===== src/rtl/lsu_tlbrd_ctl.sv =====
// DTLB diagnostic/ASI read sequencer: round-robin grant across strands, one read
// in flight at a time, captured result returned through a valid/ready handshake.
module lsu_tlbrd_ctl #(
    parameter int NTHR   = 4,
    parameter int RD_LAT = 2
) (
    input  logic              rclk,
    input  logic              arst_l,
    input  logic [NTHR-1:0]   req_vld,
    input  logic [NTHR-1:0]   req_data_sel,
    input  logic [6*NTHR-1:0] req_entry,
    input  logic [NTHR-1:0]   req_cancel,
    input  logic              tlb_busy,
    output logic              tlb_rd_vld,
    output logic [5:0]        tlb_rd_entry,
    output logic              lsu_tlb_data_rd_vld_g,
    input  logic [63:0]       lsu_tlb_rd_data,
    input  logic              tte_data_parity_error,
    input  logic              tte_tag_parity_error,
    output logic [NTHR-1:0]   req_ack,
    output logic              rsp_vld,
    output logic [1:0]        rsp_tid,
    output logic [63:0]       rsp_data,
    output logic              rsp_perr,
    input  logic              rsp_rdy
);

    typedef enum logic [1:0] {IDLE, ISSUE, WAIT, RESP} state_t;

    state_t     state, state_nxt;
    logic [1:0] last_tid, tid, gnt_tid, idx;
    logic       gnt_any;
    logic       sel;
    logic [2:0] cnt;
    logic       drop;
    logic       cxl_pend;
    logic       cancel;
    logic       iss_cxl;
    logic       capture;

    assign cancel  = req_cancel[tid];
    // a cancel seen in the grant cycle is remembered and applied in ISSUE
    assign iss_cxl = cancel | cxl_pend;
    assign capture = (state == WAIT) && (cnt == 3'd1);

    always_comb begin
        gnt_any = 1'b0;
        gnt_tid = 2'd0;
        idx     = 2'd0;
        for (int i = 0; i < NTHR; i++) begin
            idx = last_tid + 2'(i + 1);
            if (!gnt_any && req_vld[idx]) begin
                gnt_any = 1'b1;
                gnt_tid = idx;
            end
        end
    end

    always_comb begin
        state_nxt             = state;
        req_ack               = '0;
        tlb_rd_vld            = 1'b0;
        lsu_tlb_data_rd_vld_g = 1'b0;
        rsp_vld               = 1'b0;
        case (state)
            IDLE: begin
                if (gnt_any) begin
                    req_ack[gnt_tid] = 1'b1;
                    state_nxt        = ISSUE;
                end
            end
            ISSUE: begin
                tlb_rd_vld            = ~tlb_busy;
                lsu_tlb_data_rd_vld_g = sel;
                if (tlb_busy && iss_cxl)
                    state_nxt = IDLE;
                else if (!tlb_busy)
                    state_nxt = WAIT;
            end
            WAIT: begin
                lsu_tlb_data_rd_vld_g = sel;
                if (cnt == 3'd1)
                    state_nxt = (drop || cancel) ? IDLE : RESP;
            end
            RESP: begin
                rsp_vld = 1'b1;
                if (cancel || rsp_rdy)
                    state_nxt = IDLE;
            end
            default: state_nxt = IDLE;
        endcase
    end

    always_ff @(posedge rclk or negedge arst_l) begin
        if (!arst_l) begin
            state        <= IDLE;
            last_tid     <= 2'd3;
            tid          <= 2'd0;
            sel          <= 1'b0;
            cnt          <= 3'd0;
            drop         <= 1'b0;
            cxl_pend     <= 1'b0;
            tlb_rd_entry <= 6'd0;
            rsp_tid      <= 2'd0;
            rsp_data     <= 64'd0;
            rsp_perr     <= 1'b0;
        end else begin
            state <= state_nxt;
            case (state)
                IDLE: begin
                    if (gnt_any) begin
                        tid          <= gnt_tid;
                        sel          <= req_data_sel[gnt_tid];
                        tlb_rd_entry <= req_entry[6*int'(gnt_tid) +: 6];
                        last_tid     <= gnt_tid;
                        cxl_pend     <= req_cancel[gnt_tid];
                    end
                end
                ISSUE: begin
                    if (state_nxt != ISSUE)
                        cxl_pend <= 1'b0;
                    if (!tlb_busy) begin
                        cnt  <= 3'(RD_LAT);
                        drop <= iss_cxl;
                    end
                end
                WAIT: begin
                    cnt <= cnt - 3'd1;
                    if (cancel)
                        drop <= 1'b1;
                    if (capture) begin
                        drop     <= 1'b0;
                        rsp_tid  <= tid;
                        rsp_data <= lsu_tlb_rd_data;
                        rsp_perr <= sel ? tte_data_parity_error : tte_tag_parity_error;
                    end
                end
                default: ;
            endcase
        end
    end

endmodule


===== config.mk =====
export PLATFORM = sky130hd
export DESIGN_NAME = lsu_tlbrd_ctl
export DESIGN_NICKNAME = d
export VERILOG_FILES = /design/src/rtl/lsu_tlbrd_ctl.sv
export SDC_FILE = /design/constraint.sdc
export NUM_CORES = 1
export LEC_CHECK = 0
export BUFFER_PORTS_ARGS = -buffer_cell sky130_fd_sc_hd__buf_2
export CORE_MARGIN = 5
export CORE_UTILIZATION = 50
export DETAILED_ROUTE_END_ITERATION = 10
export PLACE_DENSITY_LB_ADDON = 0.15
export SLEW_MARGIN = 5
export SYNTH_ARGS = -nofsm -noshare
export SYNTH_HDL_FRONTEND = slang
export SYNTH_SLANG_ARGS = --single-unit

===== constraint.sdc =====
create_clock -name rclk -period 3.9 [get_ports rclk]
set_input_delay 0.585 -clock rclk [delete_from_list [all_inputs] [get_ports rclk]]
set_output_delay 0.585 -clock rclk [all_outputs]
set_load 0.01 [all_outputs]

After elaboration in Yosys (flattened, before gate mapping):

Cells that the tools add are included.
W data, S select, Z words.

* register bits after elaboration: 85
* output and inout bits: 80
* logic and storage cells: 101

* add/subtract/negate cells: 4
* multiply operators: 1
* $lt $le $gt $ge: 7
* eq/ne operators: 9
* shifts and indexed selects: 1
* mux-type cells: 46
* bitwise logic cells: 2
* reduce and logical (&&, ||, !) cells: 20

Operators by type and width (count)
* $shiftx A24 B6 Y6: 1
* $mux W1: 21
* $mux W2: 10
* $lt A2 B3 Y1 const B: 6
* $bmux W1 S2: 7
* $mux W4: 2
* $pmux W2 S4: 1
* $logic_and A1 B1 Y1: 6
* $ne A2 B2 Y1 const B: 3
* $pmux W3 S2: 1
* $reduce_and A2 Y1: 3
* $reduce_and A3 Y1: 2
* $add A2 B2 Y2 const B: 2
* $eq A2 B2 Y1 const B: 2
* $mul A2 B2 Y4 const A: 1
* $pmux W1 S2: 2
* $reduce_bool A2 Y1: 2
* $eq A3 B1 Y1 const B: 1
* $logic_not A1 Y1: 3
* $mux W3: 1
* $ne A3 B3 Y1 const B: 1
* $sub A3 B1 Y3 const B: 1
* $add A2 B1 Y2 const B: 1
* $demux W1 S2: 1
* other kinds (8): 9

Depth between registers and ports, before layout:

* word-level depth: 19
* depth in mapped cells: 9
* mapped depth without buffers: 8

Least setup slack after synthesis:

Ideal clock, no wire load.

* path kind: input to output
* start: in req_vld[3]
* end: out req_ack[1]
* data arrival time: 1.631 ns
* data required time: 3.315 ns
* slack: 1.684 ns
* stages: 6
* path buffers: 2
* cell sequence: and3b_1 -> o32a_1 -> buf_6 -> buf_12 -> inv_1 -> and3_1

* longest elaborated chain between the ends: 18
* elaborated cells between the ends (all ways): 29
* those cells by class: order compare: 2; mux: 20; reduce/logical: 7

Ends and longest elaborated chain
* start: declaration: line 9 `input logic [NTHR-1:0] req_vld,`
* $bmux W1 S2: line 52 `if (!gnt_any && req_vld[idx]) begin`
* $mux W1 (not written as such): line 52
* $mux W1: line 52
* $logic_not A1 Y1: line 52
* $logic_and A1 B1 Y1: line 52
* $mux W1: line 52
* $logic_not A1 Y1: line 52
* $logic_and A1 B1 Y1: line 52
* [2 not listed]
* $logic_and A1 B1 Y1: line 52
* $mux W2: line 52
* $lt A2 B3 Y1 (not written as such) or $ge A2 B1 Y1 (tied branches): line 68 `req_ack[gnt_tid] = 1'b1;`
* $logic_and A1 B1 Y1 (not written as such): line 68
* $mux W1 (not written as such): line 68
* $demux W1 S2: line 68
* $mux W4 (*): line 67 `if (gnt_any) begin`
* $mux W4 (*): line 65 `case (state)`
* end: declaration: line 20 `output logic [NTHR-1:0] req_ack,`

Mark *: on every way between the ends. The rest lies on a longest branch, timed or not. The select of a mux whose other input is x is not followed.

Worst setup path after layout:

* start: reg last_tid[1]
* end: out req_ack[3]

* longest elaborated chain between the ends: 19
* elaborated cells between the ends (all ways): 32
* those cells by class: add/sub: 3; order compare: 2; mux: 20; reduce/logical: 7

Ends and longest elaborated chain
* start: declaration: line 31 `logic [1:0] last_tid, tid, gnt_tid, idx;`
* start signal: assignment: line 115 `last_tid <= gnt_tid;`
* $add A2 B1 Y2: line 51 `idx = last_tid + 2'(i + 1);`
* $bmux W1 S2: line 52
* $mux W1 (not written as such): line 52
* $mux W1: line 52
* $logic_not A1 Y1: line 52
* $logic_and A1 B1 Y1: line 52
* $mux W1: line 52
* $logic_not A1 Y1: line 52
* [3 not listed]
* $logic_and A1 B1 Y1: line 52
* $mux W2: line 52
* $lt A2 B3 Y1 (not written as such) or $ge A2 B1 Y1 (tied branches): line 68
* $logic_and A1 B1 Y1 (not written as such): line 68
* $mux W1 (not written as such): line 68
* $demux W1 S2: line 68
* $mux W4 (*): line 67
* $mux W4 (*): line 65

Marked as above.

==> results.yml <==
status:
  status: "complete, no violations"
worst_setup_path:
  endpoint_kind: "output pin"
  cp-start-kind: "register"
  reg2reg_depth: 7
  cp_top_family: "compound AO/OA/AOI/OAI gates"
  crit_buf_inv: 2
  cp.depth: 5
  r2r-end: "rsp_data[16]"
  r2r-start: "state[0]"
  r2r_slack_ns: 1.43
  crit_path_max_incr_delay_ns: 0.83
  cp_slowest_cell: "o32a_1"
  required_ns: 3.31
  worst-setup-path-type: "reg -> out"
  worst-path-max-fanout: 18
  cp_data_arrival_time_ns: 2.61
  critical_path.cell_chain: "and3b_1, o32a_1, inv_1, nor3_1, buf_2"
clock_network:
  cts-root-buf: "clkbuf_8"
  cts_tree: "built"
  numCtsBuffers: 9
  clkTransAtPathRegs_ns: 0.09
  ctsResizeCount: 0
  clock-sinks: 85
  cts_hold_buf: 0
  clockBufferDepth: 2
  htreeDepth: 3
  clock_insertion_delay_worst_skew_ns: 0.34
  postCtsSetupRepairBufs: 0
routing:
  final_antenna_net_count: 0
  drtPass1Iterations: 4
  routed_wirelength_mm: 9.43
  drt_iter0_markers: 54
  drc: 0
  vias_per_cell: 5.13
  wl_per_cell_um: 16.5
  vias: 2933
global_route:
  grt_first_pass_wirelength_mm: 15.4
  track_usage_pct: 19.8
  grt_max_degree: 86
  first_global_vias: 3190
  antenna_found_initial: 0
  grt_overflow: 0
placement:
  placedCellCount: 556
  port_buffers: 185
  post-place-ws_ns: 0.991
  postPlaceCellArea_mm2: 0.00482
  gp_routability_congestion: 0.780
  hpwl_mm: 7.39
sta:
  setup_tns_ns: 0
  worst_slack_ns: 0.700
  hold_ws_ns: 0.421
  slew_headroom_pct: 31.2
  period_share_pct: 82.0
  period_minus_slack_ns: 3.20
  rsz0062_at_grt: "no"
  fmax_mhz: 313
  clock_skew_ns: 0.0101
  worstMarginPinSlew_ns: 1.03
  setup_viol: 0
  slew_violations: 0
  hold_viol: 0
layout:
  layout-drive-gt1-share_pct: 59.8
  syn2layout_area_growth_pct: 31.2
  finalNonFillerCells: 572
  utilization_pct: 68.4
  stdcell_area_mm2: 0.00501
  fin_nets: 580
  antenna_cells: 0
power_and_ir_drop:
  p_leak_nw: 2.53
  finalPower_mw: 3.84
  powerDensity_mw_per_mm2: 766
  ir_drop_mv: 0.417
job:
  maxCapViolCount: 0
synth:
  synthCells: 282
  yosysTopAreaCell: "dfrtp_1"
  synth.top_cell.area_share_pct: 54.3
  yosys_most_used_dff: "dfrtp_1"
  synth.distinct_cells: 42
  syn_area_per_cell_um2: 13.6
  synth_edf_count: 0
  seq_area_frac_synth_pct: 55.7
  synth_area_leaders: "dfrtp_1 54%, mux2_2 22%, mux2i_1 5.0%, ha_1 2.0%, dfstp_2 1.4%"
  syn_area_mm2: 0.00382
  ys_ff_latch: 85
  synthArstFlopShare_pct: 100
  syn-num-nets: 394
  ys_warn_count: 0
die:
  die-area_mm2: 0.00949
  core-area_mm2: 0.00733
  die_height_um: 97.4
  initial_core_util_pct: 52.1
  io_pins: 186
  num_rows: 31
  die_w_um: 97.4
hold_path:
  hold_class: "in -> async"
## routing by layer
| layer | global-route usage, % | vias to the layer above | share of wire (%) |
|---|---|---|---|
| met5 | 0 | - | 0 |
| met4 | 7.03 | 0 | 2.0 |
| met3 | 8.26 | 13 | 9.4 |
| met2 | 34.8 | 116 | 52 |
| met1 | 21.4 | 1425 | 36 |
| li1 | - | 1379 | - |
## kinds of logic after synthesis
family / count (synthesis) / share of synthesized area, %
fa+ha+maj: 6 / 1.96
simple gates: 39 / 5.43
mux: 94 / 27.4
buf+inv: 21 / 2.95
flops: 85 / 55.7
compound gates: 37 / 6.58
## how the worst max path moves through the flow
stage	from	endpoint	slack, ns
3_3_place_gp	req_vld[3]	req_ack[3]	1.07
5_1_grt	last_tid[1]	req_ack[1]	0.60
6_report	last_tid[1]	req_ack[3]	0.70
2_1_floorplan	req_vld[3]	req_ack[1]	1.68
3_5_place_dp	req_vld[3]	req_ack[3]	0.99
4_1_cts	last_tid[1]	req_ack[3]	0.73
## state kept, by name, summed over array words and instances, names as in the netlist
| register | count |
|---|---|
| cnt | 3 |
| cxl_pend | 1 |
| drop | 1 |
| last_tid | 2 |
| rsp_data | 64 |
| rsp_perr | 1 |
| rsp_tid | 2 |
| sel | 1 |
| state | 2 |
| tid | 2 |
| tlb_rd_entry | 6 |
## synth_stat cells, types with 2 or more instances
master,number
o21ai_1,8
nand2_1,12
nor2_1,7
nor2b_1,5
buf_2,2
buf_1,5
buf_6,2
inv_1,8
mux2_2,74
nand2b_1,3
mux2i_1,19
nand3_1,2
a31oi_1,3
dfstp_2,2
o21ai_0,4
o21a_1,2
a21o_1,3
a21oi_1,6
dfrtp_1,83
nand4b_1,2
ha_1,6
clkbuf_1,3
a211oi_1,2
## cell type report
type	count	area (um^2)
Tap cell	99	124
Sequential cell	85	2130
Inverter	8	30.0
Clock buffer	10	128
Multi-Input combinational cell	176	1580
Clock inverter	6	68.8
Timing Repair Buffer	188	951
Fill cell	560	2320
## placed cells by master (no fill, tap or decap), types with 3 or more instances in the layout
master / n
buf_4: 4
nor2b_1: 5
a21oi_1: 6
dfrtp_1: 83
nor2_1: 7
o21ai_0: 4
nand2_1: 11
buf_2: 184
o21ai_1: 8
a21o_1: 3
ha_1: 6
mux2_2: 74
inv_1: 8
nand2b_1: 3
mux2i_1: 19
a31oi_1: 3
clkbuf_8: 9
## power breakdown
| group | switching (mW) | internal [mW] | leakage [nW] |
|---|---|---|---|
| clock | 0.320 | 0.301 | 0.0973 |
| sequential | 0.248 | 1.33 | 0.999 |
| combinational | 0.822 | 0.823 | 1.43 |
Note: power is estimated with default switching activity, not from simulation.
